[src/rtl/wfg_subcore_multi.sv]
// Multi-channel timing core: one shared subcycle tick from clk, NCH sync ticks from the subcycle tick,
// each with its own divider and initial phase, in continuous or burst mode.
module wfg_subcore_multi #(
  parameter int NCH    = 2,
  parameter int SUBW   = 16,
  parameter int SYNCW  = 8,
  parameter int CNTW   = 8,
  parameter int BURSTW = 8
) (
  input  logic                  clk,
  input  logic                  rst_n,
  input  logic                  en_i,
  input  logic                  mode_i,
  input  logic [BURSTW-1:0]     burst_len_i,
  input  logic [SUBW-1:0]       wfg_subcycle_count_i,
  input  logic [NCH*SYNCW-1:0]  wfg_sync_count_i,
  input  logic [NCH*SYNCW-1:0]  wfg_sync_phase_i,
  output logic                  wfg_subcore_start_o,
  output logic                  wfg_subcore_subcycle_o,
  output logic [NCH-1:0]        wfg_subcore_sync_o,
  output logic [NCH*CNTW-1:0]   wfg_subcore_subcycle_cnt_o,
  output logic                  active_o,
  output logic                  done_o
);

  typedef enum logic [1:0] {S_IDLE, S_RUN, S_DONE} state_t;

  state_t            r_state;
  state_t            w_next_state;

  logic              r_mode;
  logic [BURSTW-1:0] r_burst_len;
  logic [SUBW-1:0]   r_sub_shadow;
  logic [SYNCW-1:0]  r_sync_shadow [NCH];

  logic [SUBW-1:0]   r_sub_cnt;
  logic [SYNCW-1:0]  r_sync_cnt [NCH];
  logic [CNTW-1:0]   r_pcnt [NCH];
  logic [BURSTW-1:0] r_burst_cnt;

  logic              r_start;
  logic              r_subcycle;
  logic [NCH-1:0]    r_sync;

  logic              w_tick;
  logic              w_sync0;
  logic [BURSTW-1:0] w_burst_nxt;
  logic              w_burst_hit;

  always_comb begin
    w_tick      = (r_state == S_RUN) && (r_sub_cnt == '0);
    w_sync0     = w_tick && (r_sync_cnt[0] == '0);
    w_burst_nxt = (r_burst_cnt == '1) ? r_burst_cnt : r_burst_cnt + 1'b1;
    // The ch0 sync that completes the burst is still emitted on this edge.
    w_burst_hit = w_sync0 && r_mode && (r_burst_len != '0) && (w_burst_nxt == r_burst_len);
  end

  always_ff @(posedge clk or negedge rst_n) begin
    if (!rst_n) r_state <= S_IDLE;
    else        r_state <= w_next_state;
  end

  always_comb begin
    w_next_state = r_state;
    case (r_state)
      S_IDLE:  if (en_i) w_next_state = S_RUN;
      S_RUN: begin
        if (!en_i)            w_next_state = S_IDLE;
        else if (w_burst_hit) w_next_state = S_DONE;
      end
      S_DONE:  if (!en_i) w_next_state = S_IDLE;
      default: w_next_state = S_IDLE;
    endcase
  end

  always_ff @(posedge clk or negedge rst_n) begin
    if (!rst_n) begin
      r_mode       <= 1'b0;
      r_burst_len  <= '0;
      r_sub_shadow <= '0;
      r_sub_cnt    <= '0;
      r_burst_cnt  <= '0;
      r_start      <= 1'b0;
      r_subcycle   <= 1'b0;
      r_sync       <= '0;
      for (int i = 0; i < NCH; i++) begin
        r_sync_shadow[i] <= '0;
        r_sync_cnt[i]    <= '0;
        r_pcnt[i]        <= '0;
      end
    end else if ((r_state != S_IDLE) && !en_i) begin
      r_sub_cnt   <= '0;
      r_burst_cnt <= '0;
      r_start     <= 1'b0;
      r_subcycle  <= 1'b0;
      r_sync      <= '0;
      for (int i = 0; i < NCH; i++) begin
        r_sync_cnt[i] <= '0;
        r_pcnt[i]     <= '0;
      end
    end else if ((r_state == S_IDLE) && en_i) begin
      // Configuration is frozen here; inputs are ignored until the next enable.
      r_mode       <= mode_i;
      r_burst_len  <= burst_len_i;
      r_sub_shadow <= wfg_subcycle_count_i;
      r_sub_cnt    <= '0;
      r_burst_cnt  <= '0;
      r_start      <= 1'b1;
      r_subcycle   <= 1'b0;
      r_sync       <= '0;
      for (int i = 0; i < NCH; i++) begin
        r_sync_shadow[i] <= wfg_sync_count_i[i*SYNCW +: SYNCW];
        r_sync_cnt[i]    <= wfg_sync_phase_i[i*SYNCW +: SYNCW];
        r_pcnt[i]        <= '0;
      end
    end else begin
      r_start    <= 1'b0;
      r_subcycle <= 1'b0;
      r_sync     <= '0;
      if (w_tick) begin
        r_sub_cnt  <= r_sub_shadow;
        r_subcycle <= 1'b1;
        for (int i = 0; i < NCH; i++) begin
          if (r_sync_cnt[i] == '0) begin
            r_sync[i]     <= 1'b1;
            r_sync_cnt[i] <= r_sync_shadow[i];
            r_pcnt[i]     <= '0;
          end else begin
            r_sync_cnt[i] <= r_sync_cnt[i] - 1'b1;
            r_pcnt[i]     <= (r_pcnt[i] == '1) ? r_pcnt[i] : r_pcnt[i] + 1'b1;
          end
        end
        if (w_sync0) r_burst_cnt <= w_burst_nxt;
      end else if (r_state == S_RUN) begin
        r_sub_cnt <= r_sub_cnt - 1'b1;
      end
    end
  end

  assign wfg_subcore_start_o    = r_start;
  assign wfg_subcore_subcycle_o = r_subcycle;
  assign wfg_subcore_sync_o     = r_sync;
  assign active_o               = (r_state == S_RUN);
  assign done_o                 = (r_state == S_DONE);

  for (genvar g = 0; g < NCH; g++) begin : g_cnt
    assign wfg_subcore_subcycle_cnt_o[g*CNTW +: CNTW] = r_pcnt[g];
  end

endmodule

[config.mk]
export PLATFORM = sky130hd
export DESIGN_NAME = wfg_subcore_multi
export DESIGN_NICKNAME = d
export VERILOG_FILES = /design/src/rtl/wfg_subcore_multi.sv
export SDC_FILE = /design/constraint.sdc
export NUM_CORES = 1
export LEC_CHECK = 0
export ABC_AREA = 0
export CAP_MARGIN = 20
export CORE_MARGIN = 2
export CORE_UTILIZATION = 40
export DETAILED_ROUTE_END_ITERATION = 10
export SYNTH_ARGS = -nofsm -noshare
export SYNTH_HDL_FRONTEND = slang
export SYNTH_SLANG_ARGS = --single-unit
[constraint.sdc]
create_clock -name clk -period 2.3 [get_ports clk]
set_input_delay 0.345 -clock clk [delete_from_list [all_inputs] [get_ports clk]]
set_output_delay 0.345 -clock clk [all_outputs]
set_load 0.01 [all_outputs]
* Word level (Yosys, flattened, before mapping)
Cells that the tools add are included.
Word-level totals: output and inout bits 22, word-level logic and storage cells 91, register bits 103, input bits 60
Operators by class: reduce and logical (&&, ||, !) cells 22, $add $sub $neg 6, multiplexer cells 36, bitwise logic cells 1, eq/ne operators 11
Operators with widths (count):
- $mux W16 | 10
- $mux W8 | 11
- $add A8 B1 Y8 const B | 3
- $eq A8 B8 Y1 const B | 3
- $logic_not A16 Y1 | 1
- $logic_not A8 Y1 | 2
- $sub A16 B1 Y16 const B | 1
- $sub A8 B1 Y8 const B | 2
- $mux W2 | 7
- $eq A8 B8 Y1 | 1
- $ne A4 B4 Y1 const B | 2
- $reduce_and A2 Y1 | 4
- $reduce_bool A8 Y1 | 1
- $logic_and A1 B1 Y1 | 7
- $mux W1 | 7
- $pmux W2 S3 | 1
- $reduce_bool A3 Y1 | 2
- $ne A2 B2 Y1 const B | 2
- $reduce_bool A4 Y1 | 1
- $ne A3 B2 Y1 const B | 1
- $reduce_and A3 Y1 | 1
- $eq A2 B1 Y1 const B | 1
- $eq A2 B2 Y1 const B | 1
- $logic_not A2 Y1 | 1
- other kinds (3) | 3

* Logic depth before layout (Yosys ltp)
depth in word-level cells 9, depth in mapped cells 10, mapped depth without buffers 8

* Worst setup path after synthesis
No wires, ideal clock.
path kind register to register, from register r_sub_cnt[4], to register r_pcnt, in the netlist wfg_subcore_subcycle_cnt_o[3], path buffers 0, library setup time 0.065 ns, data arrival time 2.212 ns, slack 0.023 ns, required time 2.235 ns, stages on the path, launching flop included 7, path through dfrtp_1 -> or4_1 -> or3_1 -> o21ai_4 -> nand4_2 -> or3b_1 -> nand2_1
On the way: cells in the longest elaborated chain, start to end 4
Ends and longest elaborated chain:
- start: declaration | line 36 | logic [SUBW-1:0] r_sub_cnt;
- start signal: assignment | line 121 | r_sub_cnt <= r_sub_shadow;
- start signal: assignment | line 135 | r_sub_cnt <= r_sub_cnt - 1'b1;
- $logic_not A16 Y1 | line 51 | w_tick = (r_state == S_RUN) && (r_sub_cnt == '0);
- $logic_and A1 B1 Y1 | line 51
- $reduce_bool A3 Y1 (no source line)
- $reduce_and A2 Y1 (no source line)
- end signal: indexed assignment | line 130 | r_pcnt[i] <= (r_pcnt[i] == '1) ? r_pcnt[i] : r_pcnt[i] + 1'b1;
- end: declaration | line 38 | logic [CNTW-1:0] r_pcnt [NCH];
No other way between the ends. A chain may end at the register's enable or synchronous reset.

* Worst setup path after layout
from register r_sub_cnt[14], to register r_pcnt, in the netlist wfg_subcore_subcycle_cnt_o[11]
Same word-level chain as after synthesis.

==> flow_summary_export.csv <==
group,metric,value,unit
clock_tree,clk_pin_slew,0.07,ns
cells_and_area,layout.nets,790,
global_routing,overflow,0,
flow_run,maxCapViolations,0,
logic_synthesis,yosysUniqueCellTypes,61,
pwr,ir_worst_vdd,513,uV
pwr,total_power,9.08,mW
worst_setup_path,reg2reg_slack,0.002,ns
global_routing,first_global_vias,4848,
global_routing,antenna_found_initial,0,
drt,wl_per_cell,15.7,um
drt,ant_nets,0,
die,chipWidth,122,um
cells_and_area,drive_above_1_share,0.215,
drt,drc_errors,0,
timing,setup_viol,0,
global_routing,grt_util_all_layers,0.201,
drt,drtPass1Iterations,5,
clock_tree,cts_root_buffer,"clkbuf_16",
die,coreArea,13700,um2
worst_setup_path,critPathArrivalTime,2.56,ns
drt,viasPerCell,5.41,
worst_setup_path,crit_family,"simple AND/OR/NAND/NOR gates",
worst_setup_path,max_stage_delay,0.57,ns
timing,max_freq,435,MHz
global_routing,grt_busiest_layer,"met2",
logic_synthesis,async_reset_ff_frac,1.00,
logic_synthesis,ys_ff_latch,103,
logic_synthesis,synth_top_flop_cell,"dfrtp_1",
timing,hold_ws,0.501,ns
die,dieArea,14800,um2
worst_setup_path,cp-start-kind,"register",
logic_synthesis,syn_avg_cell_area,9.46,um2
logic_synthesis,netlist.area_leader.share,0.464,
global_routing,grt_use_met1,0.266,
placed_design,pre_cts_slack,-0.272,ns
drt,drt_wl_total,14.2,mm
run_status,status,"completed",
timing,tightestPinTransition,0.493,ns
placed_design,globalplace.congestion,0.872,
worst_setup_path,criticalPathCategory,"reg -> reg",
placed_design,dp_hpwl,10.5,mm
timing,slew_headroom,0.671,
worst_setup_path,cp_max_fo,6,
pwr,p_per_area,1210,nW/um2
cells_and_area,diodes,0,
timing,slew_viol_final,0,
worst_setup_path,path_cells,"or4_4 > or3_4 > o21ai_4 > buf_6 > buf_4 > nand4_2 > o31ai_2",
timing,finClkSkew,0.00707,ns
clock_tree,clock_sinks,103,
die,ioPinCount,82,
clock_tree,numCtsBuffers,9,
die,start_util,0.405,
worst_hold_path,hp-class,"in -> async",
worst_setup_path,critPathSlowestCell,"or4_4",
cells_and_area,utilization,0.546,
logic_synthesis,synth_area_leaders,"dfrtp_1 46%, mux2_2 8.3%, o21ai_0 5.1%",
cells_and_area,layout_commonest_cell,"dfrtp_1",
global_routing,grt_first_pass_wirelength,23.7,mm
timing,final.setup.worst_slack,0.00209,ns
clock_tree,clkLatencyLatePin,0.35,ns
worst_setup_path,required,2.56,ns
pwr,leakage,3.19,nW
clock_tree,htree_num_levels,3,
timing,fin_crit_sh,0.999,
cells_and_area,layout_common_cells,"103 x dfrtp_1, 80 x clkdlybuf4s50_1, 64 x buf_4",
global_routing,grt_start_max_net_pins,45,
clock_tree,cts_tree,"built",
placed_design,port_buffers,81,
logic_synthesis,synth_edf_count,0,
die,die_h,122,um
timing,finalHoldViolations,0,
timing,grt_setup_unrepaired,"yes",
timing,period_needed,2.30,ns
die,rows,43,
logic_synthesis,yosys.area.top_type,"dfrtp_1",
worst_setup_path,critPathCaptureType,"register",
drt,drt_iter0_drc,254,
logic_synthesis,synthesis.area,5560,um2
cells_and_area,area_growth,34.9,%
logic_synthesis,synth_cells,587,
clock_tree,cts_buffer_depth,2,
logic_synthesis,synth_nets,658,
worst_setup_path,worst-path-buf-inv,2,
drt,vias,4891,
logic_synthesis,synth_warnings,0,
logic_synthesis,yosysSeqAreaShare,0.464,
global_routing,use_met2,0.333,
global_routing,use_met3,0.0534,
kinds of logic after synthesis:
kind of cell / synth area share
buffers and inverters: 0.0340
AO/OA/AOI/OAI: 0.156
multiplexers: 0.0921
AND/OR/NAND/NOR: 0.195
adder cells (fa/ha/maj): 0.0248
XOR/XNOR: 0.0347
flip-flops: 0.464
metal layers:
layer | up-vias | routed length [um] | part of all wire
li1 | 2375 | - | -
met1 | 2385 | 6410 | 0.45
met2 | 118 | 6900 | 0.49
met3 | 13 | 769 | 0.054
met4 | 0 | 141 | 0.0099
met5 | - | 0 | 0
per-stage QoR:
| stage | cells | TNS (ns) | instance area, um2 |
|---|---|---|---|
| after floorplan | 587 | 0 | 5560 |
| after global placement | 883 | -1.71 | 7010 |
| after detailed placement | 883 | -3.99 | 7010 |
| after CTS | 902 | -0.00645 | 7410 |
| after global routing | 904 | -0.450 | 7490 |
| final | 904 | 0 | 7490 |
where the power goes:
part	internal, mW	switching [mW]	total [mW]	leakage [nW]
Clock	1.02	0.681	1.70	0.159
Combinational	2.18	2.24	4.42	1.72
Sequential	2.46	0.497	2.96	1.31
path summary, 6_finish.rpt:
kind,start,end,depth (start not counted)
max,r_sub_cnt[14],wfg_subcore_subcycle_cnt_o[11],7
min,rst_n,r_sub_shadow[8],2
max reg2reg,r_sub_cnt[14],wfg_subcore_subcycle_cnt_o[11],7
min reg2reg,r_sub_cnt[9],r_sub_cnt[9],2
max in group asynchronous,rst_n,wfg_subcore_subcycle_cnt_o[3],3
min in group clk,r_sub_cnt[9],r_sub_cnt[9],2
sequential cells by signal (all words and copies together) (netlist names):
register                    cells
r_mode                          1
r_sub_shadow                   16
r_sync_cnt                     16
r_burst_len                     8
wfg_subcore_subcycle_cnt_o     16
wfg_subcore_subcycle_o          1
r_sync_shadow                  16
wfg_subcore_start_o             1
r_state                         2
r_burst_cnt                     8
r_sub_cnt                      16
wfg_subcore_sync_o              2
timing repair:
action,CTS,global route
setup endpoints to repair,47,36
pin swaps,1,2
buffers inserted,2,2
hold endpoints to repair,34,0
resized for setup,10,26
hold buffers,1,0
synth_stat cells (12+ instances only):
cell type	n
inv_1	15
nor2_1	58
nand3_1	16
o21ai_0	57
nand2_1	51
a21oi_1	33
xor2_1	12
nor3_1	22
and3_1	12
a211oi_1	13
clkbuf_1	21
mux2_2	41
dfrtp_1	103
cell type report:
class / instances / area, um2
Clock inverter: 4 / 76.3
Clock buffer: 12 / 256
Fill cell: 1248 / 6230
Tap cell: 180 / 225
Sequential cell: 103 / 2580
Multi-Input combinational cell: 437 / 2890
Inverter: 16 / 60.1
Timing Repair Buffer: 152 / 1410
Power figures use the tool's default switching activity.
